==> src/rtl/display_pkg.sv <==
// Shared constants and types for the multiplexed four-digit seven-segment driver.
package display_pkg;

  localparam int unsigned SEG_W            = 7;
  localparam int unsigned DIGITS           = 4;
  localparam int unsigned NIB_W            = 4;
  localparam int unsigned IDX_W            = 2;
  localparam int unsigned SCAN_DIV_DEFAULT = 50000;

  // Segment order {g,f,e,d,c,b,a}, active-high lit
  localparam logic [SEG_W-1:0] GLYPH_0   = 7'h3F;
  localparam logic [SEG_W-1:0] GLYPH_1   = 7'h06;
  localparam logic [SEG_W-1:0] GLYPH_2   = 7'h5B;
  localparam logic [SEG_W-1:0] GLYPH_3   = 7'h4F;
  localparam logic [SEG_W-1:0] GLYPH_4   = 7'h66;
  localparam logic [SEG_W-1:0] GLYPH_5   = 7'h6D;
  localparam logic [SEG_W-1:0] GLYPH_6   = 7'h7D;
  localparam logic [SEG_W-1:0] GLYPH_7   = 7'h07;
  localparam logic [SEG_W-1:0] GLYPH_8   = 7'h7F;
  localparam logic [SEG_W-1:0] GLYPH_9   = 7'h6F;
  localparam logic [SEG_W-1:0] GLYPH_A   = 7'h77;
  localparam logic [SEG_W-1:0] GLYPH_B   = 7'h7C;
  localparam logic [SEG_W-1:0] GLYPH_C   = 7'h39;
  localparam logic [SEG_W-1:0] GLYPH_D   = 7'h5E;
  localparam logic [SEG_W-1:0] GLYPH_E   = 7'h79;
  localparam logic [SEG_W-1:0] GLYPH_F   = 7'h71;
  localparam logic [SEG_W-1:0] SEG_BLANK = 7'h00;

  localparam logic [DIGITS-1:0] AN_OFF = 4'b1111;

  // Coherent four-digit snapshot; d3 is most significant
  typedef struct packed {
    logic [NIB_W-1:0] d3;
    logic [NIB_W-1:0] d2;
    logic [NIB_W-1:0] d1;
    logic [NIB_W-1:0] d0;
  } digits_t;

  // Active-low one-hot anode enable for a digit index
  function automatic logic [DIGITS-1:0] an_select(input logic [IDX_W-1:0] idx);
    return ~(4'b0001 << idx);
  endfunction

endpackage

==> src/rtl/seg7_hex_decoder.sv <==
// Combinational hex nibble to seven-segment glyph decoder.
module seg7_hex_decoder
  import display_pkg::*;
(
  input  logic [NIB_W-1:0] nibble,
  output logic [SEG_W-1:0] glyph_c
);

  always_comb begin
    glyph_c = SEG_BLANK;
    unique case (nibble)
      4'h0: glyph_c = GLYPH_0;
      4'h1: glyph_c = GLYPH_1;
      4'h2: glyph_c = GLYPH_2;
      4'h3: glyph_c = GLYPH_3;
      4'h4: glyph_c = GLYPH_4;
      4'h5: glyph_c = GLYPH_5;
      4'h6: glyph_c = GLYPH_6;
      4'h7: glyph_c = GLYPH_7;
      4'h8: glyph_c = GLYPH_8;
      4'h9: glyph_c = GLYPH_9;
      4'hA: glyph_c = GLYPH_A;
      4'hB: glyph_c = GLYPH_B;
      4'hC: glyph_c = GLYPH_C;
      4'hD: glyph_c = GLYPH_D;
      4'hE: glyph_c = GLYPH_E;
      4'hF: glyph_c = GLYPH_F;
      default: glyph_c = SEG_BLANK;
    endcase
  end

endmodule

==> src/rtl/display_scan_4digit.sv <==
// Four-digit multiplexed seven-segment driver with per-frame snapshot and
// optional leading-zero blanking, driving a common-anode panel.
module display_scan_4digit
  import display_pkg::*;
#(
  parameter int unsigned SCAN_DIV = SCAN_DIV_DEFAULT,
  parameter bit          BLANK_LZ = 1'b1
) (
  input  logic             clk,
  input  logic             reset,
  input  logic [NIB_W-1:0] in0,
  input  logic [NIB_W-1:0] in1,
  input  logic [NIB_W-1:0] in2,
  input  logic [NIB_W-1:0] in3,
  output logic [SEG_W-1:0] seg,
  output logic [DIGITS-1:0] an
);

  localparam int unsigned DIV_W = (SCAN_DIV > 1) ? $clog2(SCAN_DIV) : 1;

  logic [DIV_W-1:0]  div_cnt_q, div_cnt_d;
  logic [IDX_W-1:0]  idx_q, idx_d;
  logic              load_flag_q, load_flag_d;
  digits_t           snap_q, snap_d;
  logic [SEG_W-1:0]  seg_q, seg_d;
  logic [DIGITS-1:0] an_q, an_d;

  logic              tick_c;
  logic              frame_load_c;
  logic [NIB_W-1:0]  nibble_c;
  logic [DIGITS-1:0] lz_blank_c;
  logic              blank_c;
  logic [SEG_W-1:0]  glyph_c;

  seg7_hex_decoder u_dec (
    .nibble  (nibble_c),
    .glyph_c (glyph_c)
  );

  // Scan timing, snapshot load and output selection
  always_comb begin
    tick_c       = (div_cnt_q == DIV_W'(SCAN_DIV - 1));
    frame_load_c = load_flag_q || (tick_c && (idx_q == 2'd3));

    div_cnt_d   = tick_c ? '0 : div_cnt_q + DIV_W'(1);
    idx_d       = tick_c ? idx_q + 2'd1 : idx_q;
    load_flag_d = 1'b0;
    snap_d      = frame_load_c ? digits_t'({in3, in2, in1, in0}) : snap_q;

    nibble_c = snap_q.d0;
    unique case (idx_q)
      2'd0: nibble_c = snap_q.d0;
      2'd1: nibble_c = snap_q.d1;
      2'd2: nibble_c = snap_q.d2;
      2'd3: nibble_c = snap_q.d3;
      default: nibble_c = snap_q.d0;
    endcase

    // A digit blanks only when it and every more significant digit are zero
    lz_blank_c[0] = 1'b0;
    lz_blank_c[1] = ({snap_q.d3, snap_q.d2, snap_q.d1} == 12'h000);
    lz_blank_c[2] = ({snap_q.d3, snap_q.d2} == 8'h00);
    lz_blank_c[3] = (snap_q.d3 == 4'h0);
    blank_c       = BLANK_LZ && lz_blank_c[idx_q];

    seg_d = blank_c ? SEG_BLANK : glyph_c;
    an_d  = an_select(idx_q);
  end

  always_ff @(posedge clk or posedge reset) begin
    if (reset) begin
      div_cnt_q   <= '0;
      idx_q       <= '0;
      load_flag_q <= 1'b1;
      snap_q      <= '0;
      seg_q       <= SEG_BLANK;
      an_q        <= AN_OFF;
    end else begin
      div_cnt_q   <= div_cnt_d;
      idx_q       <= idx_d;
      load_flag_q <= load_flag_d;
      snap_q      <= snap_d;
      seg_q       <= seg_d;
      an_q        <= an_d;
    end
  end

  assign seg = seg_q;
  assign an  = an_q;

endmodule

==> config.mk <==
export PLATFORM = sky130hd
export DESIGN_NAME = display_scan_4digit
export DESIGN_NICKNAME = d
export VERILOG_FILES = /design/src/rtl/display_pkg.sv /design/src/rtl/seg7_hex_decoder.sv /design/src/rtl/display_scan_4digit.sv
export SDC_FILE = /design/constraint.sdc
export NUM_CORES = 1
export LEC_CHECK = 0
export BUFFER_PORTS_ARGS = -buffer_cell sky130_fd_sc_hd__buf_2
export CORE_MARGIN = 3
export CORE_UTILIZATION = 57
export DETAILED_ROUTE_END_ITERATION = 12
export HOLD_SLACK_MARGIN = 0.02
export PLACE_DENSITY_LB_ADDON = 0.15
export SYNTH_ARGS = -nofsm -noshare
export SYNTH_HDL_FRONTEND = slang
export SYNTH_SLANG_ARGS = --single-unit
export TNS_END_PERCENT = 10
==> constraint.sdc <==
create_clock -name clk -period 2.9 [get_ports clk]
set_input_delay 0.725 -clock clk [delete_from_list [all_inputs] [get_ports clk]]
set_output_delay 0.725 -clock clk [all_outputs]
set_load 0.03 [all_outputs]
# Yosys cells after proc, flatten, opt, wreduce, memory -nomap -nowiden
# Memories as Yosys holds them, arrays and structs flattened.
# Index checks and enable logic that the tools add are counted.
[totals]
ff_bits = 46
word_cells = 30
out_inout_bits = 11
rom_bits = 112
n_memories = 1
[memory_table]
columns = ["memory", "words", "word_bits", "rd", "rd_clocked_by_memory_dff", "wr", "line_no", "text"]
rows = [
  ["(no name shown)", 16, 7, 1, 0, 0, "seg7_hex_decoder.sv:11", "unique case (nibble)"],
]
[classes]
addsub = 2
reduce_logical = 6
magnitude_cmp = 1
bitwise_logic = 1
n_mux = 5
n_shift = 1
n_eq_ne = 4
[op_table]
columns = ["operator", "count"]
rows = [
  ["16-bit by 1-bit adder with 16-bit output (second input constant)", 1],
  ["16-bit equality test (second input constant)", 1],
  ["16-bit 2-to-1 mux", 1],
  ["4-bit one-hot mux with 4 select lines", 1],
  ["12-bit logical NOT", 1],
  ["8-bit logical NOT", 1],
  ["7-bit 2-to-1 mux", 1],
  ["2-bit equality test (second input constant)", 2],
  ["4-bit logical NOT", 1],
  ["4-bit NOT", 1],
  ["1-bit by 2-bit left shift with 4-bit output (first input constant)", 1],
  ["2-bit by 3-bit less-than comparator with 1-bit output (second input constant)", 1],
  ["2-bit by 1-bit adder with 2-bit output (second input constant)", 1],
  ["1-bit binary-select mux with 2-bit select", 1],
  ["2-bit by 1-bit equality test with 1-bit output (second input constant)", 1],
  ["2-bit logical NOT", 1],
  ["1-bit logical AND", 1],
  ["1-bit logical OR", 1],
  ["1-bit 2-to-1 mux", 1],
]

# Longest topological paths before layout
# Gate-level depths: netlist of the first run.
[logic_depth]
ltp_word = 4
depth_mapped = 10
ltp_nobuf = 10

# Modules after synthesis
# From an unflattened synthesis of the first run, not the netlist that was laid out.
[hier_totals]
hier_cells = 191
area_unflattened_um2 = 2319.7
[modules_own_cells]
columns = ["module", "n_inst", "area_per_inst_um2", "cells_each"]
rows = [
  ["display_scan_4digit", 1, 2031.9, 158],
  ["seg7_hex_decoder", 1, 287.8, 33],
]

# Least setup slack after synthesis of the first run
# OpenSTA, ideal clock, no wires.
[synth_path]
kind = "reg2reg"
from = "register idx_q[0]"
to = "register seg_q[5], in the netlist seg[5]"
t_required_ns = 2.796
setup_slack_ns = 0.677
path_stages_with_launch = 9
arrival_time_ns = 2.119
setup_ns = 0.104
cell_sequence = "dfrtp_1 -> inv_1 -> ha_1 -> a21oi_1 -> a32oi_1 -> inv_1 -> ha_1 -> mux2_2 -> a221oi_1"
[synth_between]
elab_chain_cells = 4
word_cells_on_any_way = 9
[synth_lines]
columns = ["element", "line_no", "text"]
rows = [
  ["start: declaration", "display_scan_4digit.sv:22", "logic [IDX_W-1:0] idx_q, idx_d;"],
  ["start signal: assignment", "display_scan_4digit.sv:80", "idx_q <= idx_d;"],
  ["2-bit equality test, or another cell as far along", "display_scan_4digit.sv:51", "unique case (idx_q)"],
  ["4-bit one-hot mux with 4 select lines", "display_scan_4digit.sv:51", ""],
  ["memory read 16 x 7 bit", "n/a", ""],
  ["7-bit 2-to-1 mux (*)", "display_scan_4digit.sv:66", "seg_d = blank_c ? SEG_BLANK : glyph_c;"],
  ["net seg_d[5]", "display_scan_4digit.sv:25", "logic [SEG_W-1:0] seg_q, seg_d;"],
  ["end signal: assignment", "display_scan_4digit.sv:83", "seg_q <= seg_d;"],
  ["end: declaration", "display_scan_4digit.sv:25", ""],
]
# The timed path passes the listed nets; every way through them passes the cells marked *. The select of a mux whose other input is x is not followed.
# A chain may end at the register's enable or synchronous reset.

# Worst setup path after layout of the first run
# Same ends and word-level chain as after synthesis.

==> results of run 1 <==
==> placed cells by master, fill, tap and decap left out, types with 2 or more instances in the layout <==
| master | Yosys | final |
|---|---|---|
| o21ai_0 | 3 | 3 |
| ha_1 | 12 | 12 |
| nand4_1 | 3 | 3 |
| xnor2_1 | 4 | 4 |
| mux2_2 | 8 | 8 |
| nand2_1 | 7 | 7 |
| mux2i_1 | 5 | 5 |
| nor2_1 | 12 | 12 |
| mux2_4 | 10 | 10 |
| a22oi_1 | 3 | 3 |
| dfrtp_1 | 41 | 41 |
| nand3_1 | 7 | 7 |
| buf_2 | 1 | 28 |
| nor3_1 | 3 | 3 |
| dfstp_2 | 5 | 5 |
| a221oi_1 | 4 | 4 |
| nor2b_1 | 4 | 4 |
| a21o_1 | 2 | 2 |
| clkbuf_8 | 0 | 6 |
| inv_1 | 14 | 13 |
| buf_4 | 0 | 4 |
| xor2_1 | 8 | 8 |
| a211oi_1 | 4 | 4 |
| or4bb_1 | 2 | 2 |
| a21oi_1 | 8 | 8 |
| nor4_1 | 4 | 4 |
==> cells by family after synthesis <==
family / after synthesis / share of synthesized area
muxes: 23 / 0.1258
other: 1 / 0.001625
adders and majority gates: 12 / 0.06507
xor gates and xnor gates: 12 / 0.04555
and+or+nand+nor: 50 / 0.1236
buffers and inverters: 17 / 0.03145
AOI/OAI and AO/OA: 34 / 0.1052
DFF: 46 / 0.5016
==> cells in the mapped netlist (2+ instances only) <==
| master | count | area, um2 |
|---|---|---|
| dfstp_2 | 5 | 131.4 |
| a211oi_1 | 4 | 30.03 |
| nor3_1 | 3 | 15.01 |
| mux2_2 | 8 | 90.09 |
| mux2i_1 | 5 | 50.05 |
| nor4_1 | 4 | 25.02 |
| nand3_1 | 7 | 35.03 |
| mux2_4 | 10 | 150.1 |
| dfrtp_1 | 41 | 1026 |
| a221oi_1 | 4 | 35.03 |
| nand2_1 | 7 | 26.28 |
| o21ai_0 | 3 | 15.01 |
| ha_1 | 12 | 150.1 |
| a21oi_1 | 8 | 40.04 |
| nor2b_1 | 4 | 25.02 |
| a21o_1 | 2 | 15.01 |
| inv_1 | 14 | 52.55 |
| xor2_1 | 8 | 70.07 |
| nor2_1 | 12 | 45.04 |
| or4bb_1 | 2 | 22.52 |
| nand4_1 | 3 | 18.77 |
| xnor2_1 | 4 | 35.03 |
| a22oi_1 | 3 | 22.52 |
==> final cells by class <==
cell class,count,area share
Tap cell,48,0.02292
Sequential cell,46,0.4417
Timing Repair Buffer,32,0.06495
Inverter,14,0.02006
Clock buffer,6,0.03152
Multi-Input combinational cell,132,0.4140
Clock inverter,2,0.004776
==> where the power goes <==
group          switching [W]  internal (W)  leakage, nW
registers          0.0000250      0.000681        0.551
logic               0.000119     0.0000874        0.606
clock network       0.000213      0.000192       0.0472
total               0.000357      0.000960         1.20
==> metrics by stage <==
step / util / worst slack (ns) / area, um2 / std cells / power (W)
after global placement: 0.6676 / 0.5230 / 2517 / 272 / 0.0009132
final: 0.6948 / 0.2928 / 2620 / 280 / 0.001317
after global routing: 0.6948 / 0.1147 / 2620 / 280 / 0.001373
after floorplan: - / 0.6773 / 2307 / 195 / 0.0008595
after detailed placement: 0.6676 / 0.2223 / 2517 / 272 / 0.0009232
after CTS: 0.6928 / 0.1904 / 2613 / 280 / 0.001326
==> layer usage <==
layer  vias up  wire [um]  global-route usage
met4         0         53             0.06170
met3         6        264             0.06087
li1        769          -                   -
met5         -          0                   0
met1       813       2014              0.2744
met2        54       2348              0.3369
==> critical path, stage by stage (launching register included) <==
cell	delay (ns)
dfrtp_1	0.44
inv_1	0.17
ha_1	0.33
a21oi_1	0.09
a32oi_2	0.40
inv_1	0.16
ha_1	0.31
mux2_2	0.30
a221oi_1	0.31
==> state kept, by name (all words and copies together) (netlist names) <==
name,cells
div_cnt_q,16
load_flag_q,1
snap_q,16
seg,7
an,4
idx_q,2
==> what timing repair did <==
item | 4_1_cts | 5_1_grt
gates resized for setup | 0 | 1
endpoints found under the setup margin | 0 | 1
buffers inserted | 0 | 0
==> worst paths after layout <==
kind	startpoint	end	slack, ns	cells past startpoint
max	idx_q[0]$_DFFE_PP0N_	seg[5]$_DFF_PP0_	0.29	8
min	div_cnt_q[15]$_DFF_PP0_	div_cnt_q[15]$_DFF_PP0_	0.47	1
max reg2reg	idx_q[0]$_DFFE_PP0N_	seg[5]$_DFF_PP0_	0.29	8
min reg2reg	div_cnt_q[15]$_DFF_PP0_	div_cnt_q[15]$_DFF_PP0_	0.47	1
max in group asynchronous	reset	load_flag_q$_DFF_PP1_	1.96	3
min in group asynchronous	reset	seg[1]$_DFF_PP0_	0.55	3
==> results.md, run 1 <==
- FMAX: 383.6 MHz
- CTS Hold Bufs: 0
- # clock sinks: 46
- CP Max Fanout: 7
- IO Port Bufs: 28
- Total GRT Usage: 0.2090
- CP startpoint kind: register
- 1st-pass router iterations: 5
- Filler cell count: 277
- Mapped Area: 2307 um2
- Hold Violations, Final: 0
- Data required, critical path: 3.09 ns
- Clock Path Buffers: 2
- H-tree depth: 2
- Rows: 22
- Sequential Area: 1157 um2
- Routed len/inst: 16.71 um
- Nets@finish: 261
- Slew Viols, Final: 0
- Fin crit share: 0.8990
- Final Wtd Congestion: 0.9430
- Synthesis Warnings: 0
- Area Overhead vs Synth: 13.56%
- Maximum vdd drop: 0.3654 mV
- DRC: 0
- Die X: 69.62 um
- Root Buffer: clkbuf_8
- Post-synthesis cell count: 195
- Vias: 1,642
- Post-route ant nets: 0
- Vias in the first global route: 1,788
- Post-DP HPWL: 3495 um
- Critical path endpoint category: register
- Clock Skews: 0.003198 ns
- Hold Path Class: reg -> reg
- Critical path type: reg -> reg
- Prevailing post-synth register cell: dfrtp_1
- Initial Util: 0.6118
- Async S/R FF share, synth: 1.000
- Sequential area share after synthesis: 0.5016
- Die height: 69.62 um
- Power Density: 502.8 nW/um2
- Max_slew headroom: 0.2886
- Area occupied by multi-input gates: 1085 um2
- Largest net degree at the start of global routing: 47
- Initial antenna violation count: 0
- Share of cells above drive strength 1: 0.2888
- Synth Area per Inst: 11.83 um2
- 1st-iter DRT viols: 169
- Num CTS Buffers: 5
- Die area: 4847 um2
- Critical Path AT: 2.80 ns
- First-pass GRT wire length: 8238 um
- Finish-stage setup viols: 0
- Post-Syn Nets: 225
- Skew-Pair Late Insertion Delay: 0.30 ns
- Vias/cell: 5.864
- Least-Margin Pin Slew: 1.067 ns
- Clock period minus worst slack: 2.607 ns
- ANT cells: 0
- CTS tree: yes
- Max-cap violation count: 0
- Ports: 29
- Final wirelength: 4680 um
- Core area: 3771 um2
- Unrepaired setup endpoints after global routing: no
- Final Hold Slack: 0.4713 ns
- Clock-pin slew on the worst setup and hold paths: 0.08 ns
- #FFs+latches synth: 46
- LEAKAGE: 1.204 nW
- Number of synthesized flops with an enable pin: 0
- Total gr overflow: 0
- Total negative setup slack: 0 ns
- Cell variety after synth: 45
- Status: complete, no violations
Note: power is estimated with default switching activity, not from simulation.
==> inputs of run 2 (changes only) <==
ABC_AREA = 1   (was unset)
CORE_UTILIZATION = 58   (was 57)
==> run 2 against run 1 <==
  * Critical path depth is 3 higher
  * Critical path type unchanged
  * Critical endpoint is now seg[3]$_DFF_PP0_
  * Utilization decreased by 0.060 points
  * Fmax increased by 17%
  * Routed wire length decreased by 6.6%
==> results.md, run 2 <==
- Routed len/inst: 11.74 um (was 16.71 um)
- CTS Hold Bufs: 0 (unchanged)
- Synth area leader: dfrtp_1 (unchanged)
- Least-Margin Pin Slew: 0.6227 ns (was 1.067 ns)
- Sequential area share after synthesis: 0.4771 (was 0.5016)
- Critical path type: reg -> reg (unchanged)
- Critical Path AT: 2.45 ns (was 2.80 ns)
- Final wirelength: 4369 um (was 4680 um)
- Synthesis Warnings: 0 (unchanged)
- Area Overhead vs Synth: 10.26% (was 13.56%)
- Vias: 1,932 (was 1,642)
- # clock sinks: 46 (unchanged)
- H-tree depth: 2 (unchanged)
- Clock period minus worst slack: 2.226 ns (was 2.607 ns)
- Largest net degree at the start of global routing: 33 (was 47)
- Hold Path Class: in -> async (was reg -> reg)
- Placed cell areas: 2595 um2 (was 2517 um2)
- Clock Path Buffers: 2 (unchanged)
- Data required, critical path: 3.12 ns (was 3.09 ns)
- Status: complete, no violations (unchanged)
- Nets@finish: 353 (was 261)
- 1st-iter DRT viols: 89 (was 169)
- Commonest non-fill, non-tap cell in the layout: nand2_1 (was dfrtp_1)
- Register-to-register setup slack: 0.67 ns (was 0.29 ns)
- Synth Area per Inst: 8.308 um2 (was 11.83 um2)
- ANT cells: 0 (unchanged)
- Num CTS Buffers: 5 (unchanged)
- Total GRT Usage: 0.1998 (was 0.2090)
- Core area: 3854 um2 (was 3771 um2)
- Mux cell area share after synthesis: 0 (was 0.1258)
- CP Max Fanout: 6 (was 7)
- Prevailing post-synth register cell: dfrtp_1 (unchanged)
- Fraction of the mapped netlist area in simple logic gates: 0.2929 (was 0.1236)
- Most frequent cells in the layout: nand2_1 (75), dfrtp_1 (41), inv_1 (31), nand3_1 (31), buf_2 (28) (was dfrtp_1 (41), buf_2 (28), inv_1 (13), nor2_1 (12), ha_1 (12))
- First-pass GRT wire length: 8176 um (was 8238 um)
- Die area: 4995 um2 (was 4847 um2)
- Die height: 70.68 um (was 69.62 um)
- Vias in the first global route: 1,862 (was 1,788)
- Fin crit share: 0.7677 (was 0.8990)
- Share of cells above drive strength 1: 0.1728 (was 0.2888)
- Post-synthesis cell count: 292 (was 195)
- Top cells by count, synth: nand2_1 (75), dfrtp_1 (41), inv_1 (32) (was dfrtp_1 (41), inv_1 (14), ha_1 (12), nor2_1 (12), mux2_4 (10))
- Post-DP HPWL: 3377 um (was 3495 um)
- Finish-stage setup viols: 0 (unchanged)
- Clock-pin slew on the worst setup and hold paths: 0.07 ns (was 0.08 ns)
- Critical path endpoint category: register (unchanged)
- CP startpoint kind: register (unchanged)
- Setup bufs post-CTS: 0 (unchanged)
- Cell variety after synth: 34 (was 45)
- Max_slew headroom: 0.5849 (was 0.2886)
- Initial antenna violation count: 0 (unchanged)
- Unrepaired setup endpoints after global routing: no (unchanged)
- FMAX: 449.2 MHz (was 383.6 MHz)
- Async S/R FF share, synth: 1.000 (unchanged)
- Final Wtd Congestion: 0.8720 (was 0.9430)
- Post-route ant nets: 0 (unchanged)
- Final Cell Area: 2675 um2 (was 2620 um2)
- Total negative setup slack: 0 ns (unchanged)
- Ports: 29 (unchanged)
- Die X: 70.68 um (was 69.62 um)
- Final Hold Slack: 0.3912 ns (was 0.4713 ns)
- CTS tree: yes (unchanged)
- Most area-consuming cells after synthesis: dfrtp_1 (42%), nand2_1 (12%), nand3_1 (6.4%) (was dfrtp_1 (44%), ha_1 (6.5%), mux2_4 (6.5%))
- Post-synthesis xor/xnor area fraction: 0.02888 (was 0.04555)
- Post-Syn Nets: 322 (was 225)
- Synth Area in Compound Gates: 0.06447 (was 0.1052)
- Maximum vdd drop: 0.3153 mV (was 0.3654 mV)
- 1st-pass router iterations: 4 (was 5)
- Synth top area share: 0.4229 (was 0.4447)
- Hold Violations, Final: 0 (unchanged)
- Slew Viols, Final: 0 (unchanged)
- Max-cap violation count: 0 (unchanged)
- Total gr overflow: 0 (unchanged)
- Power Density: 454.9 nW/um2 (was 502.8 nW/um2)
- PostCTS Resize Cnt: 0 (unchanged)
- Post-Synth Adder-Cell Area: 0.06189 (was 0.06508)
- Rows: 22 (unchanged)
- Mapped Area: 2426 um2 (was 2307 um2)
- Clock Skews: 0.003148 ns (was 0.003198 ns)
- Initial Util: 0.6295 (was 0.6118)
- DRC: 0 (unchanged)
- Number of synthesized flops with an enable pin: 0 (unchanged)
- IO Port Bufs: 28 (unchanged)
- #FFs+latches synth: 46 (unchanged)
- Vias/cell: 5.194 (was 5.864)
- Most common cell in the netlist: nand2_1 (was dfrtp_1)
- Cells on worst reg2reg path: 11 (was 8)
- Largest family of logic cells by synthesized area: simple AND/OR/NAND/NOR gates (was multiplexers)
- Root Buffer: clkbuf_8 (unchanged)
- Skew-Pair Late Insertion Delay: 0.29 ns (was 0.30 ns)
- LEAKAGE: 1.363 nW (was 1.204 nW)
-- run 2: stage by stage --
step | utilization | total power [W] | setup slack, ns | cells
after floorplan | - | 0.0008303 | 0.9499 | 292
after global placement | 0.6734 | 0.0008734 | 0.8097 | 364
after detailed placement | 0.6734 | 0.0008749 | 0.7234 | 364
after CTS | 0.6942 | 0.001230 | 0.6757 | 372
after global routing | 0.6942 | 0.001290 | 0.3975 | 372
final | 0.6942 | 0.001217 | 0.6737 | 372
-- run 2: final timing paths --
path	startpoint	to
min in group clk	div_cnt_q[0]$_DFF_PP0_	div_cnt_q[0]$_DFF_PP0_
worst max-delay path	idx_q[0]$_DFFE_PP0N_	seg[3]$_DFF_PP0_
worst min register to register	div_cnt_q[0]$_DFF_PP0_	div_cnt_q[0]$_DFF_PP0_
worst max register to register	idx_q[0]$_DFFE_PP0N_	seg[3]$_DFF_PP0_
worst min-delay path	reset	seg[2]$_DFF_PP0_
max in group asynchronous	reset	load_flag_q$_DFF_PP1_
-- run 2: layer usage --
layer,vias to the layer above,global-route usage,routed length [um]
li1,987,-,-
met1,885,0.3023,2241
met2,47,0.2869,1824
met3,13,0.03693,213
met4,0,0.07307,89
met5,-,0,0
-- run 2: kinds of logic after synthesis --
| logic type | count (synthesis) |
|---|---|
| simple gates | 155 |
| flops | 46 |
| buf+inv | 42 |
| compound gates | 28 |
| fa+ha+maj | 12 |
| xor+xnor | 8 |
| other cells | 1 |
-- run 2: final cells by class --
class                   instances  area [um2]
repair buffers                 29       147.6
fillers                       332        1179
inverters                      37       138.9
well taps                      48       60.06
clock buffers                   8       80.08
multi-input cells             204        1091
flip-flops and latches         46        1157
-- run 2: where the power goes --
group          leakage, nW  internal, W  total (W)  switching (W)
combinational        0.764    0.0000561   0.000166       0.000110
clock               0.0395     0.000171   0.000356       0.000185
sequential           0.559     0.000677   0.000695      0.0000176
-- run 2: worst max-delay path, cell delays in order, from the launching register on --
cell and delay (ns):
dfrtp_1 0.39, inv_1 0.13, ha_1 0.26, inv_2 0.11, nand2_1 0.06, o21ai_1 0.31, inv_1 0.16, ha_1 0.32
nand3b_1 0.15, nand2_1 0.12, o21ai_1 0.06, nor2_1 0.09
